### src/rtl/oscope_pkg.sv
// Shared types and defaults for the oscilloscope capture path.
package oscope_pkg;

    localparam int DEFAULT_DEPTH = 8192;
    localparam int DEFAULT_AW    = 13;
    localparam int SAMPLE_W      = 8;

    typedef enum logic [2:0] {
        IDLE,
        PREFILL,
        WAIT_TRIG,
        POSTFILL,
        DONE
    } capstate_t;

endpackage

### src/rtl/trig_detect.sv
// Level-crossing detector: remembers the last written sample and flags a
// rising or falling crossing of the armed threshold on the current sample.
module trig_detect
    import oscope_pkg::*;
(
    input  logic                osc_clk,
    input  logic                reset,
    input  logic                clear,
    input  logic                sample_valid,
    input  logic [SAMPLE_W-1:0] sample_data,
    input  logic [SAMPLE_W-1:0] level,
    input  logic                falling,
    output logic                hit
);

    logic [SAMPLE_W-1:0] prev_sample;
    logic                prev_valid;
    logic                rising_hit;
    logic                falling_hit;

    always_ff @(posedge osc_clk) begin
        if (reset || clear) begin
            prev_sample <= '0;
            prev_valid  <= 1'b0;
        end else if (sample_valid) begin
            prev_sample <= sample_data;
            prev_valid  <= 1'b1;
        end
    end

    // Without a previous sample there is no edge to judge, so no hit.
    always_comb begin
        rising_hit  = (prev_sample < level) && (sample_data >= level);
        falling_hit = (prev_sample > level) && (sample_data <= level);
        hit         = sample_valid && prev_valid && (falling ? falling_hit : rising_hit);
    end

endmodule

### src/rtl/capture_ctrl.sv
// Trigger-and-capture sequencer feeding the circular sample buffer RAM.
// Optional forced trigger after a timeout in WAIT_TRIG: define CAPTURE_AUTO_TRIG_EN.
module capture_ctrl
    import oscope_pkg::*;
#(
    parameter int DEPTH = DEFAULT_DEPTH,
    parameter int AW    = DEFAULT_AW
`ifdef CAPTURE_AUTO_TRIG_EN
    ,
    parameter int AUTO_TIMEOUT = 65535
`endif
) (
    input  logic                osc_clk,
    input  logic                reset,
    input  logic                arm,
    input  logic                sample_valid,
    input  logic [SAMPLE_W-1:0] sample_data,
    input  logic [SAMPLE_W-1:0] trig_level,
    input  logic                trig_falling,
    input  logic [AW-1:0]       pretrig,
    output logic                mem_we,
    output logic [AW-1:0]       mem_waddr,
    output logic [SAMPLE_W-1:0] mem_wdata,
    output logic [AW-1:0]       start_adr,
    output logic                done_writing,
    output logic                busy,
    output logic                trig_forced
);

    localparam logic [AW:0]   DEPTH_X  = (AW + 1)'(DEPTH);
    localparam logic [AW-1:0] LAST_ADR = AW'(DEPTH - 1);

    capstate_t           state;
    capstate_t           state_nx;
    logic [AW-1:0]       wr_ptr;
    logic [AW-1:0]       pre_len;
    logic [AW-1:0]       pre_in;
    logic [AW-1:0]       post_len;
    logic [AW-1:0]       fill_cnt;
    logic [AW-1:0]       trig_start;
    logic [AW:0]         start_sum;
    logic [SAMPLE_W-1:0] level_q;
    logic                falling_q;
    logic                capturing;
    logic                wr_en;
    logic                hit;
    logic                forced_hit;
    logic                trig_fire;

    // The clamp only matters when the address width can express DEPTH or more.
    if ((1 << AW) > DEPTH) begin : g_clamp
        assign pre_in = (pretrig > LAST_ADR) ? LAST_ADR : pretrig;
    end else begin : g_noclamp
        assign pre_in = pretrig;
    end

    assign capturing = (state == PREFILL) || (state == WAIT_TRIG) || (state == POSTFILL);
    assign busy      = capturing;
    assign wr_en     = sample_valid && capturing && !arm;
    assign trig_fire = wr_en && (state == WAIT_TRIG) && (hit || forced_hit);
    assign post_len  = LAST_ADR - pre_len;
    assign start_sum = {1'b0, wr_ptr} + DEPTH_X - {1'b0, pre_len};
    assign trig_start = (start_sum >= DEPTH_X) ? AW'(start_sum - DEPTH_X) : start_sum[AW-1:0];

    trig_detect u_trig_detect (
        .osc_clk      (osc_clk),
        .reset        (reset),
        .clear        (arm),
        .sample_valid (wr_en),
        .sample_data  (sample_data),
        .level        (level_q),
        .falling      (falling_q),
        .hit          (hit)
    );

    always_ff @(posedge osc_clk) begin
        if (reset) begin
            state <= IDLE;
        end else begin
            state <= state_nx;
        end
    end

    // Arm overrides every state, including an in-flight capture.
    always_comb begin
        state_nx = state;
        if (arm) begin
            state_nx = (pre_in == '0) ? WAIT_TRIG : PREFILL;
        end else begin
            case (state)
                PREFILL:   if (wr_en && (fill_cnt + AW'(1) == pre_len)) state_nx = WAIT_TRIG;
                WAIT_TRIG: if (trig_fire) state_nx = (post_len == '0) ? DONE : POSTFILL;
                POSTFILL:  if (wr_en && (fill_cnt == AW'(1))) state_nx = DONE;
                default:   state_nx = state;
            endcase
        end
    end

    // fill_cnt counts up through PREFILL and down through POSTFILL.
    always_ff @(posedge osc_clk) begin
        if (reset) begin
            wr_ptr       <= '0;
            pre_len      <= '0;
            fill_cnt     <= '0;
            level_q      <= '0;
            falling_q    <= 1'b0;
            mem_we       <= 1'b0;
            mem_waddr    <= '0;
            mem_wdata    <= '0;
            start_adr    <= '0;
            done_writing <= 1'b0;
        end else if (arm) begin
            wr_ptr       <= '0;
            fill_cnt     <= '0;
            pre_len      <= pre_in;
            level_q      <= trig_level;
            falling_q    <= trig_falling;
            mem_we       <= 1'b0;
            done_writing <= 1'b0;
        end else begin
            mem_we       <= wr_en;
            done_writing <= (state == DONE);
            if (wr_en) begin
                mem_waddr <= wr_ptr;
                mem_wdata <= sample_data;
                wr_ptr    <= (wr_ptr == LAST_ADR) ? '0 : wr_ptr + AW'(1);
            end
            if (trig_fire) begin
                start_adr <= trig_start;
                fill_cnt  <= post_len;
            end else if (wr_en && (state == PREFILL)) begin
                fill_cnt <= fill_cnt + AW'(1);
            end else if (wr_en && (state == POSTFILL)) begin
                fill_cnt <= fill_cnt - AW'(1);
            end
        end
    end

`ifdef CAPTURE_AUTO_TRIG_EN
    localparam int TO_W = $clog2(AUTO_TIMEOUT + 1);

    logic [TO_W-1:0] to_cnt;

    assign forced_hit = (to_cnt == TO_W'(AUTO_TIMEOUT - 1));

    // A genuine crossing on the timeout sample is not reported as forced.
    always_ff @(posedge osc_clk) begin
        if (reset || arm) begin
            to_cnt      <= '0;
            trig_forced <= 1'b0;
        end else begin
            if (wr_en && (state == WAIT_TRIG)) to_cnt <= to_cnt + TO_W'(1);
            if (trig_fire && !hit) trig_forced <= 1'b1;
        end
    end
`else
    assign forced_hit  = 1'b0;
    assign trig_forced = 1'b0;
`endif

endmodule

### config.mk
export PLATFORM = sky130hd
export DESIGN_NAME = capture_ctrl
export DESIGN_NICKNAME = d
export VERILOG_FILES = /design/src/rtl/oscope_pkg.sv /design/src/rtl/trig_detect.sv /design/src/rtl/capture_ctrl.sv
export SDC_FILE = /design/constraint.sdc
export NUM_CORES = 1
export LEC_CHECK = 0
export ABC_AREA = 1
export CAP_MARGIN = 25
export CELL_PAD_IN_SITES_DETAIL_PLACEMENT = 2
export CELL_PAD_IN_SITES_GLOBAL_PLACEMENT = 2
export CORE_MARGIN = 2
export CORE_UTILIZATION = 31
export CTS_CLUSTER_SIZE = 28
export DETAILED_ROUTE_END_ITERATION = 6
export GPL_ROUTABILITY_DRIVEN = 0
export MAX_ROUTING_LAYER = met4
export PLACE_DENSITY = 0.88
export SYNTH_ARGS = -nofsm -noshare
export SYNTH_HDL_FRONTEND = slang
export SYNTH_SLANG_ARGS = --single-unit
### constraint.sdc
create_clock -name osc_clk -period 2.7 [get_ports osc_clk]
set_input_delay 0.54 -clock osc_clk [delete_from_list [all_inputs] [get_ports osc_clk]]
set_output_delay 0.54 -clock osc_clk [all_outputs]
set_load 0.02 [all_outputs]
==> out/results.txt, run 1 <==
DPL Wire Length = 17.28 mm
most common cell after layout, fill and taps aside = nand2_1
H-tree depth = 3
first-pass GRT wire length = 36.63 mm
grt ovf = 0
Area growth, synth to finish = 25.11%
Synth Warn # = 0
postcts setup bufs = 0
final slew viol count = 0
Final Net Count = 942
Worst Hold Path EP = mem_waddr[12]$_SDFFE_PP0P_
FF-to-FF path depth = 14
slowest stage delay, CP = 0.46 ns
worst skew pair latency = 0.36 ns
clock sink total = 96
vias per cell = 5.340
LEAKAGE = 2.799 nW
Max Root-Sink Buffers = 2
Max Cap Viol = 0
row count = 48
reg2reg setup slack = 0.26 ns
top_reg_cell synth = dfxtp_1
vias in the first global route = 6694
Final setup viols = 0
Max Fclk = 395.3 MHz
Ports = 72
IO Port Bufs = 70
CP delay by family, top = buffers and inverters
Crit Path Max Fanout = 4
ANT cells = 0
Most Used Layer, Global Route = met2
most common cell type on the critical path = nand2_1
drt initial violations = 235
Peak VDD IR = 0.2481 mV
Tmin final = 2.529 ns
Routed WL = 22.97 mm
die area = 18660 sq um
RSZ-0062 raised after global routing = true
Clock Skew = 0.007276 ns
drt pass-1 iters = 4
final period utilization = 0.9368
share of layout cells above drive strength 1 = 0.07727
Post-Syn Area = 5450 sq um
#FFs+latches synth = 96
chip height = 136.6 um
GRT Total Usage = 0.2648
Pwr per Cell Area = 499.0 nW/um^2
Slowest-stage cell, CP = clkdlybuf4s50_1
Cell Chain, Critical Path = clkdlybuf4s50_1, ha_1, inv_1, nor2_1, o21ai_0, nand2_1, nand2_1, nand2_1, nand2_1, nand2_1, nand2_1, buf_4, nand3_2, buf_4, nand3_1, o21ai_1, a21oi_1
Post-synth EDFFs = 0
status = finished, final reports clean
Min-Delay Path Depth = 2
drt drc = 0
Inserted Clock Buffers = 9
Hold Fails Final Rpt = 0
# resized after CTS = 0
Initial Util = 0.3162
clock slew at reported path FFs = 0.07 ns
GR Util met3 = 0.02778
Wirelength per Cell = 20.78 um
Power Total = 3.403 mW
WP buf/inv = 4
Root Driver = clkbuf_16
compound-cell area share of the yosys netlist = 0.1775
Unique masters post-synth = 40
Vias = 5901
Worst Path Arrival = 2.81 ns
Hold-fix buffers, CTS = 0
Crit. End Element = register
simple-gate portion of the synthesized area = 0.2741
Worst Hold Class = register to register
Post-Synth Adder-Cell Area = 0.07713
pre-CTS worst setup slack = -0.1621 ns
antenna viol nets, final = 0
Setup CP Type = input port to register
Syn Nets = 862
Die W = 136.6 um
max_slew headroom = 0.6128
Slew @ Worst Pin = 0.5755 ns
RR Startpoint = level_q[6]$_SDFFE_PP0P_
largest net degree at the start of global routing = 42
GR Util met1 = 0.3030
FFs w/ async S/R, synth = 0
WP data required = 2.98 ns
Avg Cell Area, Syn = 6.856 sq um
core box area = 17240 sq um
min-delay src = mem_waddr[12]$_SDFFE_PP0P_
Post-Synthesis Cells = 795
initial antenna violation count = 0
commonest non-fill, non-tap cells in the layout = nand2_1 (186), a21oi_1 (102), dfxtp_1 (96)
RR Endpoint = fill_cnt[4]$_SDFFE_PP0P_
Global Route met2 Usage = 0.4614
XOR/XNOR Fraction of Synth Area = 0.03375
min setup slack post-route = 0.1706 ns
CP Launch Type = input port
mux cell area share after synthesis = 0
largest family of logic cells by synthesized area = simple AND/OR/NAND/NOR gates
sequential fraction of the synthesis area = 0.3526
CTS tree = yes
-- stage by stage --
stage | hold slack [ns] | utilization | area, sq um | TNS [ns] | instances
finish | 0.4691 | 0.3956 | 6819 | 0 | 1105
global route | 0.4933 | 0.3956 | 6819 | -0.003570 | 1105
CTS | 0.4746 | 0.3947 | 6803 | 0 | 1105
detailed placement | 0.4633 | 0.3779 | 6514 | -2.473 | 1089
global placement | 0.4534 | 0.3779 | 6514 | 0 | 1089
floorplan | 0.4411 | - | 5450 | 0 | 795
-- worst register-to-register path, stage by stage (launching register included) --
cell     delay, ns
dfxtp_1       0.36
inv_1         0.11
ha_1          0.31
nand2_1       0.10
nor2_1        0.23
nand2_1       0.08
nor3_1        0.15
a21oi_1       0.08
nand2_1       0.08
nand2_1       0.09
nand3_2       0.13
buf_6         0.20
nand2_2       0.11
o21ai_1       0.21
a21oi_1       0.09
-- cell usage after synthesis (2+ instances only) --
cell type | count | area share
nand2_1 | 187 | 0.13
a21oi_1 | 102 | 0.094
dfxtp_1 | 96 | 0.35
inv_1 | 77 | 0.053
nand3_1 | 55 | 0.051
nor2_1 | 55 | 0.038
o21ai_0 | 53 | 0.049
ha_1 | 32 | 0.073
clkbuf_1 | 17 | 0.012
nand4_1 | 17 | 0.020
xor2_1 | 15 | 0.024
a31oi_1 | 9 | 0.010
inv_2 | 9 | 0.0062
nor3_1 | 8 | 0.0073
buf_2 | 7 | 0.0064
o21ai_1 | 7 | 0.0064
nor4_1 | 6 | 0.0069
xnor2_1 | 6 | 0.0096
buf_4 | 4 | 0.0055
nand2_2 | 4 | 0.0046
nor2_2 | 3 | 0.0034
o211ai_1 | 3 | 0.0041
a21o_1 | 2 | 0.0028
buf_1 | 2 | 0.0014
o21a_1 | 2 | 0.0028
o21bai_1 | 2 | 0.0028
or2_2 | 2 | 0.0023
-- layer usage --
layer  wire, um  share of wire
met5          0              0
met4        891          0.039
met3        621          0.027
met2      11690           0.51
met1       9763           0.43
-- cell families (layout without fill, tap and decap cells) --
| kind of cell | count (synthesis) | after routing |
|---|---|---|
| adders and majority gates | 33 | 33 |
| DFF | 96 | 96 |
| buffers and inverters | 116 | 201 |
| AOI/OAI and AO/OA | 184 | 184 |
| and+or+nand+nor | 344 | 344 |
| xor gates and xnor gates | 21 | 21 |
| other | 1 | 1 |
-- worst max-delay path by stage --
stage	startpoint	to	slack, ns	depth (start not counted)
2_1_floorplan	wr_ptr[0]$_SDFFE_PP0N_	start_adr[10]$_SDFFE_PP0P_	0.59	9
3_3_place_gp	sample_data[1]	fill_cnt[2]$_SDFFE_PP0P_	0.05	15
3_5_place_dp	sample_data[1]	start_adr[5]$_SDFFE_PP0P_	-0.16	16
4_1_cts	sample_data[7]	fill_cnt[4]$_SDFFE_PP0P_	0.14	14
5_1_grt	sample_data[1]	fill_cnt[4]$_SDFFE_PP0P_	-0.004	17
6_report	sample_data[1]	fill_cnt[4]$_SDFFE_PP0P_	0.17	17
-- area by class of cell --
| cell class | count | area, sq um |
|---|---|---|
| clock buffers | 10 | 229.0 |
| well taps | 225 | 281.5 |
| multi-input cells | 583 | 3077 |
| repair buffers | 99 | 922.1 |
| flip-flops and latches | 96 | 1922 |
| inverters | 86 | 327.8 |
| fillers | 2026 | 10420 |
| clock inverters | 6 | 60.06 |
-- flip-flops by register name (all words and copies together), names as in the netlist --
name and cells:
done_writing 1, mem_waddr 13, level_q 8, wr_ptr 13
state 3, pre_len 13, start_adr 13, mem_wdata 8
u_trig_detect.prev_valid 1, falling_q 1, mem_we 1, fill_cnt 13
u_trig_detect.prev_sample 8
-- power by group --
part | total, mW | internal, mW | leakage, nW | switching, mW
Sequential | 1.50 | 1.46 | 0.781 | 0.0414
Clock | 1.29 | 0.714 | 0.138 | 0.581
Combinational | 0.604 | 0.226 | 1.88 | 0.378
Total | 3.40 | 2.40 | 2.80 | 1.00
No activity file was read; power rests on OpenSTA's default activity.
==> run 2: changes to the inputs <==
==> constraint.sdc (replaced) <==
create_clock -name osc_clk -period 2.7 [get_ports osc_clk]
set_input_delay 0.54 -clock osc_clk [delete_from_list [all_inputs] [get_ports osc_clk]]
set_output_delay 0.54 -clock osc_clk [all_outputs]
set_load 0.05 [all_outputs]
==> results of run 2 <==
Same layout as run 1 (identical final DEF). Status: finished, final reports clean.
Among the figures that moved: total power 3.403 mW -> 3.441 mW; worst IR drop on VDD 0.2481 mV -> 0.2515 mV
